===== src/rtl/muldiv_if.sv =====
// muldiv_if: pipeline-side handshake and HI/LO bus of the multiply/divide sequencer
interface muldiv_if #(parameter int WIDTH = 32);
    logic             start;
    logic [1:0]       op;
    logic [WIDTH-1:0] src_a;
    logic [WIDTH-1:0] src_b;
    logic             hi_we;
    logic             lo_we;
    logic [WIDTH-1:0] wdata;
    logic             busy;
    logic             done;
    logic             div_by_zero;
    logic [WIDTH-1:0] hi;
    logic [WIDTH-1:0] lo;
    modport master (output start, op, src_a, src_b, hi_we, lo_we, wdata,
                    input  busy, done, div_by_zero, hi, lo);
    modport slave  (input  start, op, src_a, src_b, hi_we, lo_we, wdata,
                    output busy, done, div_by_zero, hi, lo);
endinterface


===== src/rtl/muldiv_ctrl.sv =====
// muldiv_ctrl: iterative MULT/MULTU/DIV/DIVU sequencer owning the architectural HI/LO registers
module muldiv_ctrl #(parameter int WIDTH = 32) (
    input logic     clk,
    input logic     reset,
    muldiv_if.slave bus
);
    localparam int CW = $clog2(WIDTH);
    typedef enum logic [1:0] {IDLE, ITER, FIX} state_t;
    state_t             state, state_nx;
    logic [CW-1:0]      cnt;
    logic [1:0]         op_r;
    logic               neg_q, neg_r, dz, done_r, dz_r;
    logic [WIDTH-1:0]   a_raw, m, hi_r, lo_r, a_abs, b_abs;
    logic [2*WIDTH-1:0] acc, acc_nx, prod;
    logic [WIDTH:0]     sum, cand, diff;
    logic               a_neg, b_neg, accept;
    assign accept = state == IDLE && bus.start;
    assign a_neg  = ~bus.op[0] & bus.src_a[WIDTH-1];
    assign b_neg  = ~bus.op[0] & bus.src_b[WIDTH-1];
    assign a_abs  = a_neg ? -bus.src_a : bus.src_a;
    assign b_abs  = b_neg ? -bus.src_b : bus.src_b;
    // acc holds {partial product, multiplier} or {remainder, dividend/quotient}
    assign sum    = {1'b0, acc[2*WIDTH-1:WIDTH]} + {1'b0, (acc[0] ? m : {WIDTH{1'b0}})};
    assign cand   = {acc[2*WIDTH-1:WIDTH], acc[WIDTH-1]};
    assign diff   = cand - {1'b0, m};
    assign acc_nx = !op_r[1] ? {sum, acc[WIDTH-1:1]}
                  : diff[WIDTH] ? {cand[WIDTH-1:0], acc[WIDTH-2:0], 1'b0}
                  : {diff[WIDTH-1:0], acc[WIDTH-2:0], 1'b1};
    assign prod   = neg_q ? -acc : acc;
    assign bus.busy        = state != IDLE;
    assign bus.done        = done_r;
    assign bus.div_by_zero = dz_r;
    assign bus.hi          = hi_r;
    assign bus.lo          = lo_r;
    always_ff @(posedge clk or posedge reset)
        if (reset) state <= IDLE;
        else       state <= state_nx;
    always_comb begin
        state_nx = state;
        if (accept) state_nx = ITER;
        else if (state == ITER && cnt == CW'(WIDTH-1)) state_nx = FIX;
        else if (state == FIX) state_nx = IDLE;
    end
    always_ff @(posedge clk or posedge reset)
        if (reset) begin
            cnt    <= '0;
            op_r   <= '0;
            neg_q  <= 1'b0;
            neg_r  <= 1'b0;
            dz     <= 1'b0;
            done_r <= 1'b0;
            dz_r   <= 1'b0;
            a_raw  <= '0;
            m      <= '0;
            acc    <= '0;
            hi_r   <= '0;
            lo_r   <= '0;
        end else begin
            done_r <= state == FIX;
            dz_r   <= state == FIX && dz;
            if (accept) begin
                cnt   <= '0;
                op_r  <= bus.op;
                neg_q <= a_neg ^ b_neg;
                neg_r <= a_neg;
                dz    <= bus.op[1] && bus.src_b == '0;
                a_raw <= bus.src_a;
                m     <= bus.op[1] ? b_abs : a_abs;
                acc   <= {{WIDTH{1'b0}}, (bus.op[1] ? a_abs : b_abs)};
            end else if (state == IDLE) begin
                if (bus.hi_we) hi_r <= bus.wdata;
                if (bus.lo_we) lo_r <= bus.wdata;
            end else if (state == ITER) begin
                acc <= acc_nx;
                cnt <= cnt + 1'b1;
            end else if (state == FIX) begin
                hi_r <= dz ? a_raw
                      : op_r[1] ? (neg_r ? -acc[2*WIDTH-1:WIDTH] : acc[2*WIDTH-1:WIDTH])
                      : prod[2*WIDTH-1:WIDTH];
                lo_r <= dz ? '1
                      : op_r[1] ? (neg_q ? -acc[WIDTH-1:0] : acc[WIDTH-1:0])
                      : prod[WIDTH-1:0];
            end
        end
endmodule


===== src/flat_wrapper.sv =====
// flat-port wrapper written by rule: the top's interface ports become plain ports
module muldiv_ctrl_flat 
#(parameter int WIDTH = 32)
  (clk, reset, bus_start, bus_op, bus_src_a, bus_src_b, bus_hi_we, bus_lo_we, bus_wdata, bus_busy, bus_done, bus_div_by_zero, bus_hi, bus_lo);
  muldiv_if #(.WIDTH(WIDTH)) bus_i ();
  input logic clk;
  input logic reset;
  input wire logic [$bits(bus_i.start)-1:0] bus_start;
  input wire logic [$bits(bus_i.op)-1:0] bus_op;
  input wire logic [$bits(bus_i.src_a)-1:0] bus_src_a;
  input wire logic [$bits(bus_i.src_b)-1:0] bus_src_b;
  input wire logic [$bits(bus_i.hi_we)-1:0] bus_hi_we;
  input wire logic [$bits(bus_i.lo_we)-1:0] bus_lo_we;
  input wire logic [$bits(bus_i.wdata)-1:0] bus_wdata;
  output wire logic [$bits(bus_i.busy)-1:0] bus_busy;
  output wire logic [$bits(bus_i.done)-1:0] bus_done;
  output wire logic [$bits(bus_i.div_by_zero)-1:0] bus_div_by_zero;
  output wire logic [$bits(bus_i.hi)-1:0] bus_hi;
  output wire logic [$bits(bus_i.lo)-1:0] bus_lo;
  assign bus_i.start = bus_start;
  assign bus_i.op = bus_op;
  assign bus_i.src_a = bus_src_a;
  assign bus_i.src_b = bus_src_b;
  assign bus_i.hi_we = bus_hi_we;
  assign bus_i.lo_we = bus_lo_we;
  assign bus_i.wdata = bus_wdata;
  assign bus_busy = bus_i.busy;
  assign bus_done = bus_i.done;
  assign bus_div_by_zero = bus_i.div_by_zero;
  assign bus_hi = bus_i.hi;
  assign bus_lo = bus_i.lo;
  muldiv_ctrl #(.WIDTH(WIDTH)) u_core (.clk(clk), .reset(reset), .bus(bus_i));
endmodule

===== config.mk =====
export PLATFORM = sky130hd
export DESIGN_NAME = muldiv_ctrl_flat
export DESIGN_NICKNAME = d
export VERILOG_FILES = /design/src/rtl/muldiv_if.sv /design/src/rtl/muldiv_ctrl.sv /design/src/flat_wrapper.sv
export SDC_FILE = /design/constraint.sdc
export NUM_CORES = 1
export LEC_CHECK = 0
export CORE_ASPECT_RATIO = 1.25
export CORE_UTILIZATION = 60
export DETAILED_ROUTE_END_ITERATION = 16
export PLACE_DENSITY = 0.81
export REMOVE_ABC_BUFFERS = 1
export SYNTH_ARGS = -nofsm -noshare
export SYNTH_HDL_FRONTEND = slang
export SYNTH_SLANG_ARGS = --single-unit

===== constraint.sdc =====
create_clock -name clk -period 10.1 [get_ports clk]
set_clock_uncertainty 0.2 [all_clocks]
set_input_delay 1.515 -clock clk [delete_from_list [all_inputs] [get_ports clk]]
set_output_delay 1.515 -clock clk [all_outputs]
set_load 0.02 [all_outputs]

# Word level (Yosys, flattened, before mapping)
# Index checks and enable logic that the tools add are counted.
# op_classes
addsub	8
order_cmp	0
reduce_logical	13
n_mux	31
n_shift	0
n_mul	0
n_eq_ne	7
bitwise_logic	5
n_div	0
# ops
operator	count
32-bit two-way mux	19
64-bit two-way mux	6
32-bit negation	4
64-bit negation	1
32-bit by 32-bit adder with 33-bit output	1
33-bit by 32-bit subtractor with 33-bit output	1
32-bit logical NOT	1
5-bit two-way mux	3
4-bit AND reduction	2
2-bit two-way mux	3
2-bit nonzero test	3
5-bit by 1-bit adder with 5-bit output, second input constant	1
5-bit == test, second input constant	1
1-bit logical AND	4
2-bit by 1-bit inequality test with 1-bit output, second input constant	2
2-bit inequality test, second input constant	2
3-bit nonzero test	1
1-bit AND	2
2-bit by 1-bit == test with 1-bit output, second input constant	1
2-bit == test, second input constant	1
2-bit logical NOT	1
1-bit NOT	2
2-bit AND reduction	1
1-bit XOR	1
# word_totals
mem_bits_ro	0
wordCells	77
inputBits	103
latchBits	0
mem_count	0
reg_bits	206
mem_bits_rw	0
output_inout_bits	67

# Longest topological paths before layout
# Gate-level depths: netlist of the first run.
# depth
ltp_word	7
mapped_depth	15
mapped_depth_nobuf	14

# Least setup slack after synthesis of the first run
# OpenSTA, ideal clock, no wires.
# synth_timing
path_kind	input to register
startpoint	input bus_src_a[2]
endpoint	register u_core.acc[29]
n_path_buf	0
slack_ps	6219
setup_ps	135
arrival_ps	3546
t_required_ps	9765
path_stages	10
path_cell_list	or3_1 > nor3_1 > and3_1 > and2_1 > nand3_1 > o41ai_1 > xor2_1 > nand2_1 > o211ai_1 > o21ai_0
# synth_between
elab_chain_cells	4
# synth_rtl
item	line	text
from (decl)	flat_wrapper.sv:10	input wire logic [$bits(bus_i.src_a)-1:0] bus_src_a;
32-bit negation	muldiv_ctrl.sv:20	assign a_abs = a_neg ? -bus.src_a : bus.src_a;
32-bit two-way mux	muldiv_ctrl.sv:20	
32-bit two-way mux	muldiv_ctrl.sv:69	acc <= {{WIDTH{1'b0}}, (bus.op[1] ? a_abs : b_abs)};
64-bit two-way mux	muldiv_ctrl.sv:61	if (accept) begin
to (signal assigned)	muldiv_ctrl.sv:69	
to (signal assigned)	muldiv_ctrl.sv:74	acc <= acc_nx;
to (decl)	muldiv_ctrl.sv:14	logic [2*WIDTH-1:0] acc, acc_nx, prod;
# Every way passes these cells.
# A chain may end at the register's enable or synchronous reset.

# Final worst setup path of the first run
# layout_timing
startpoint	register u_core.acc[0]
endpoint	register u_core.hi_r[16], in the netlist u_core.bus.hi[16]
# layout_between
elab_chain_cells	7
# layout_rtl
item	line	text
64-bit negation	muldiv_ctrl.sv:29	assign prod = neg_q ? -acc : acc;
64-bit two-way mux	muldiv_ctrl.sv:29	
32-bit two-way mux	muldiv_ctrl.sv:78	: op_r[1] ? (neg_r ? -acc[2*WIDTH-1:WIDTH] : acc[2*WIDTH-1:WIDTH])
32-bit two-way mux	muldiv_ctrl.sv:77	hi_r <= dz ? a_raw
32-bit two-way mux	muldiv_ctrl.sv:76	end else if (state == FIX) begin
32-bit two-way mux	muldiv_ctrl.sv:73	end else if (state == ITER) begin
32-bit two-way mux	muldiv_ctrl.sv:70	end else if (state == IDLE) begin
to (signal assigned)	muldiv_ctrl.sv:71	if (bus.hi_we) hi_r <= bus.wdata;
to (signal assigned)	muldiv_ctrl.sv:77	
to (decl)	muldiv_ctrl.sv:13	logic [WIDTH-1:0] a_raw, m, hi_r, lo_r, a_abs, b_abs;
# Every way passes these cells. The select of a mux whose other input is x is not followed.

==> results.yml, run 1 <==
status:
  status: "completed"
synthesis:
  seq_area_frac_synth_pct: 31.1
  synth.avg_cell_area_sq_um: 7.65
  syn_inst: 2152
  synth.distinct_cells: 67
  yosysWarningCount: 0
  syn_area_sq_um: 16500
  synth-edff-count: 0
  ys.flop_type: "dfrtp_1"
  synthArstFlopShare_pct: 100
  ys_seq_elements: 205
power:
  max-vdd-ir-drop_uv: 489
  p_leak_nw: 8.19
  fin_total_pwr_mw: 7.56
  power_density_nw_per_um2: 397
timing:
  tns_ns: 0
  period_share_pct: 47.0
  fmax_mhz: 211
  finalSetupViolCount: 0
  drv_slew: 0
  hold_violations: 0
  tightest_slew_ns: 1.19
  finalCriticalPeriod_ns: 4.75
  setup_slack_ns: 5.35
  rsz0062_at_grt: "no"
  slew_headroom_pct: 20.7
worst_setup_path:
  required_ns: 10.31
  worstPathArrival_ns: 4.96
  crit_type: "reg -> reg"
  r2r_slack_ns: 5.35
  start_kind: "flop"
  reg2reg_depth: 10
  cp-end-kind: "flop"
  crit_start: "u_core.acc[0]"
  timing.rr.end: "u_core.bus.hi[16]"
  crit_end: "u_core.bus.hi[16]"
  reg2reg_from: "u_core.acc[0]"
  cp_max_fo: 31
clocking:
  tritoncts: "built"
  post_cts_buffers: 0
  worstSkewPairLatency_ns: 0.53
  cts_buffers: 23
  cts_buffer_depth: 3
  cts_resized: 0
  cts-root-buf: "clkbuf_16"
  htree_levels: 1
  cts.clk_slew.worst_paths_ns: 0.07
  ctsHoldBuffers: 0
  clock_sinks: 205
die:
  start_util_pct: 61.2
  coreArea_sq_um: 26900
  fp.dieW_um: 150
  num_rows: 67
  io_pins: 170
  dieHeight_um: 187
  dieArea_sq_um: 28100
run:
  max_cap_violations: 0
drt:
  ant_nets: 0
  wl_per_cell_um: 22.0
  first_pass_iters: 6
  vias_per_cell: 6.62
  dr_total_vias: 17100
  routed_wirelength_um: 57000
  drt_iter0_markers: 1647
  drcViolationCount: 0
place:
  pre_cts_ws_ns: 5.14
  gp_congestion: 0.957
  port_buffers: 169
  place_inst: 2545
  dp_hpwl_um: 42100
grt:
  grt_max_degree: 99
  antenna_found_initial: 1
  grt_overflow_total: 0
  grt_pass1_vias: 16400
  grt_pass1_wl_um: 89500
  grt.total_usage_pct: 40.8
finish:
  nets: 2400
  final_common_cell: "nand2_1"
  area_growth_pct: 15.7
  fill_cells: 2183
  drive_gt1_share_pct: 3.97
  layout_common_cells: "nand2_1, o21ai_0, dfrtp_1"
  fin_cells: 2589
hold_path:
  hold_path_class: "reg -> reg"
==> sequential cells by signal, indices dropped and copies added (netlist names) <==
signal / cells
u_core.bus.div_by_zero: 1
u_core.state: 2
u_core.bus.hi: 32
u_core.neg_q: 1
u_core.m: 32
u_core.bus.done: 1
u_core.bus.lo: 32
u_core.cnt: 5
u_core.a_raw: 32
u_core.op_r: 1
u_core.acc: 64
u_core.dz: 1
u_core.neg_r: 1
==> synth_stat cells (4+ instances only) <==
library cell | number | area share [%]
o21ai_0 | 244 | 7.4
o22ai_1 | 32 | 1.2
nor2_1 | 190 | 4.3
nand2_1 | 310 | 7.1
nor3b_1 | 4 | 0.18
a21oi_1 | 172 | 5.2
mux2i_1 | 45 | 2.7
a31oi_1 | 14 | 0.53
nor2b_1 | 10 | 0.38
a211oi_1 | 13 | 0.59
and3_1 | 37 | 1.4
nand2b_1 | 23 | 0.87
a221o_1 | 14 | 0.85
nand3_1 | 38 | 1.2
a32oi_1 | 4 | 0.21
inv_1 | 73 | 1.7
dfrtp_1 | 205 | 31
a22oi_1 | 7 | 0.32
o2111ai_1 | 5 | 0.27
buf_1 | 12 | 0.27
a221oi_1 | 23 | 1.2
o21bai_1 | 9 | 0.41
nor3_1 | 39 | 1.2
xnor2_1 | 109 | 5.8
o221ai_1 | 6 | 0.32
o21a_1 | 10 | 0.46
or4_1 | 10 | 0.46
nor4_1 | 24 | 0.91
o41ai_1 | 11 | 0.58
nand4_1 | 9 | 0.34
and2_1 | 8 | 0.30
o31ai_1 | 24 | 1.1
ha_1 | 70 | 5.3
or3_1 | 22 | 0.84
a21o_1 | 34 | 1.5
or2_2 | 9 | 0.34
o211ai_1 | 47 | 2.1
clkbuf_1 | 127 | 2.9
xor2_1 | 61 | 3.2
==> kinds of logic after synthesis <==
family / share of synthesized area (%)
AOI/OAI and AO/OA: 26.0
xor gates and xnor gates: 9.04
adders and majority gates: 5.56
buffers and inverters: 4.94
DFF: 31.1
muxes: 2.87
and+or+nand+nor: 20.5
==> worst min-delay path by stage <==
| stage | cells past startpoint | endpoint | startpoint | slack (ns) |
|---|---|---|---|---|
| after floorplan | 2 | u_core.a_raw[7] | u_core.a_raw[7] | 0.25 |
| final | 2 | u_core.bus.lo[26] | u_core.bus.lo[26] | 0.28 |
| after detailed placement | 2 | u_core.a_raw[5] | u_core.a_raw[5] | 0.26 |
| after global placement | 2 | u_core.a_raw[10] | u_core.a_raw[10] | 0.26 |
| after global routing | 2 | u_core.a_raw[16] | u_core.a_raw[16] | 0.30 |
| after CTS | 2 | u_core.a_raw[22] | u_core.a_raw[22] | 0.28 |
==> area by class of cell <==
| class | instances | area, sq um | share of cell area [%] |
|---|---|---|---|
| diodes | 2 | 5.00 | 0.0263 |
| well taps | 345 | 432 | 2.27 |
| clock inverters | 11 | 146 | 0.768 |
| inverters | 74 | 285 | 1.50 |
| flip-flops and latches | 205 | 5130 | 26.9 |
| multi-input cells | 1731 | 10600 | 55.4 |
| repair buffers | 190 | 1850 | 9.69 |
| clock buffers | 31 | 646 | 3.39 |
==> per-layer routing <==
layer / track usage (%) / up-vias / routed length (um)
li1: - / 7840 / -
met1: 52.4 / 8139 / 22200
met2: 67.0 / 959 / 26600
met3: 5.90 / 204 / 5180
met4: 19.3 / 0 / 2950
met5: 0 / - / 0
==> power by group <==
group,switching (mW),total [mW],internal [mW]
combinational,2.97,4.92,1.95
sequential,0.511,1.74,1.23
clock,0.368,0.896,0.528
==> through the flow <==
stage,utilization (%),cell area (sq um),hold WS [ns]
2_1_floorplan,-,15900,0.245
3_3_place_gp,67.9,18300,0.257
3_5_place_dp,67.9,18300,0.264
4_1_cts,70.8,19100,0.279
5_1_grt,70.8,19100,0.298
6_report,70.8,19100,0.276
==> critical path, stage by stage (launching register included) <==
cell and delay (ns):
dfrtp_1 0.49, inv_1 0.90, ha_1 0.33, nand2b_1 0.17, nor4_1 0.50, nand3_1 0.27
o21ai_0 0.82, o21ai_0 0.28, xnor2_1 0.36, o21ai_0 0.15, a2bb2oi_1 0.15
Power figures use the tool's default switching activity.
==> run 2, diff against run 1 <==
- CORE_UTILIZATION: 60 -> 59
- PLACE_DENSITY: 0.81 -> 0.79
- clock period: 10.1 -> 4.9 ns (I/O delays scaled with it)
==> results.yml, run 2 (same netlist as run 1, synthesis figures left out) <==
finish:
  stdcell_area_sq_um: 19100
  largest_register_ffs: 64
  nets: 2417
  multi_input_area_sq_um: 10600
  top_register: "u_core.acc"
  area_growth_pct: 16.2
  regArea_sq_um: 5130
  final_common_cell: "nand2_1"
  fin_util_pct: 69.5
  fill_cells: 2290
  fin_cells: 2608
  drive_gt1_share_pct: 4.65
  layout_common_cells: "nand2_1, o21ai_0, dfrtp_1"
die:
  dieHeight_um: 189
  coreArea_sq_um: 27600
  fp.dieW_um: 151
  start_util_pct: 59.8
  num_rows: 68
  io_pins: 170
  dieArea_sq_um: 28600
place:
  dp_hpwl_um: 43700
  postPlaceCellArea_sq_um: 18400
  place_inst: 2567
  pre_cts_ws_ns: 0.710
  port_buffers: 169
  gp_congestion: 1.04
power:
  power_density_nw_per_um2: 817
  p_int_mw: 7.64
  p_switching_mw: 8.00
  power_frac_clock_pct: 11.0
  swShare_pct: 51.1
  pwr-share-seq_pct: 23.1
  pwr-share-comb_pct: 65.9
  max-vdd-ir-drop_uv: 1310
  fin_total_pwr_mw: 15.6
  p_leak_nw: 8.26
clocking:
  worstSkewPairLatency_ns: 0.53
  clock_sinks: 205
  htree_levels: 1
  post_cts_buffers: 0
  cts_buffers: 23
  ctsHoldBuffers: 0
  cts-root-buf: "clkbuf_16"
  cts.clk_slew.worst_paths_ns: 0.06
  cts_buffer_depth: 3
  cts_resized: 0
  tritoncts: "built"
drt:
  ant_nets: 0
  first_pass_iters: 5
  vias_per_cell: 6.58
  drcViolationCount: 0
  drt_iter0_markers: 1615
  wl_per_cell_um: 22.3
  dr_total_vias: 17200
  routed_wirelength_um: 58200
worst_setup_path:
  worstPathArrival_ns: 4.44
  cp_max_fo: 56
  required_ns: 5.10
  crit_type: "reg -> reg"
  cp-end-kind: "flop"
  r2r_slack_ns: 0.66
  start_kind: "flop"
hold_path:
  hold_path_class: "reg -> reg"
status:
  status: "completed"
timing:
  tightest_slew_ns: 1.17
  finalSetupViolCount: 0
  finalHoldWorstSlack_ns: 0.273
  tns_ns: 0
  finalCriticalPeriod_ns: 4.24
  hold_violations: 0
  rsz0062_at_grt: "no"
  slew_headroom_pct: 21.8
  drv_slew: 0
  period_share_pct: 86.5
  setup_slack_ns: 0.664
  fmax_mhz: 236
grt:
  grt_overflow_total: 0
  grt_max_degree: 101
  grt.total_usage_pct: 40.7
  grt_pass1_wl_um: 89800
  grt_pass1_vias: 16200
  antenna_found_initial: 2
run:
  max_cap_violations: 0
## run 2: power by group through the flow
| stage | Sequential, mW | Combinational [mW] | Clock [mW] |
|---|---|---|---|
| after global placement | 3.53 | 9.86 | 0 |
| after floorplan | 3.64 | 6.55 | 0 |
| final | 3.61 | 10.3 | 1.73 |
| after CTS | 3.55 | 10.1 | 1.72 |
| after global routing | 3.69 | 11.3 | 1.79 |
| after detailed placement | 3.58 | 10.0 | 0 |
## run 2: area by class of cell
type | instances | share of cell area [%]
Antenna cell | 1 | 0.0131
Sequential cell | 205 | 26.8
Multi-Input combinational cell | 1731 | 55.2
Inverter | 74 | 1.49
Tap cell | 350 | 2.29
Clock buffer | 27 | 3.14
Clock inverter | 13 | 0.647
Timing Repair Buffer | 207 | 10.4
## run 2: layer usage
| layer | global-route usage, % | share of wire, % | wire [um] |
|---|---|---|---|
| met2 | 65.2 | 46 | 26800 |
| met3 | 6.13 | 9.5 | 5510 |
| met1 | 52.9 | 39 | 22700 |
| met4 | 20.8 | 5.5 | 3180 |
| met5 | 0 | 0.021 | 12 |
## run 2: path summary, 6_finish.rpt
kind	to	startpoint	cells after the start
max	u_core.acc[51]	u_core.acc[31]	14
min	u_core.bus.hi[31]	u_core.bus.hi[31]	2
max reg2reg	u_core.acc[51]	u_core.acc[31]	14
min reg2reg	u_core.bus.hi[31]	u_core.bus.hi[31]	2
max in group asynchronous	u_core.acc[49]	reset	3
min in group asynchronous	u_core.state[1]	reset	2
## run 2: critical path, stage by stage (launching register included)
cell and delay (ns):
dfrtp_1 0.49, inv_1 0.09, ha_1 0.24, fa_1 0.42, nand2b_1 0.20, a21o_1 0.19
a21oi_1 0.26, a21bo_2 0.26, a211oi_1 0.15, o41ai_1 0.56, xnor2_2 0.19, buf_12 0.27
mux2_2 0.37, a21oi_1 0.14, nor2_1 0.06
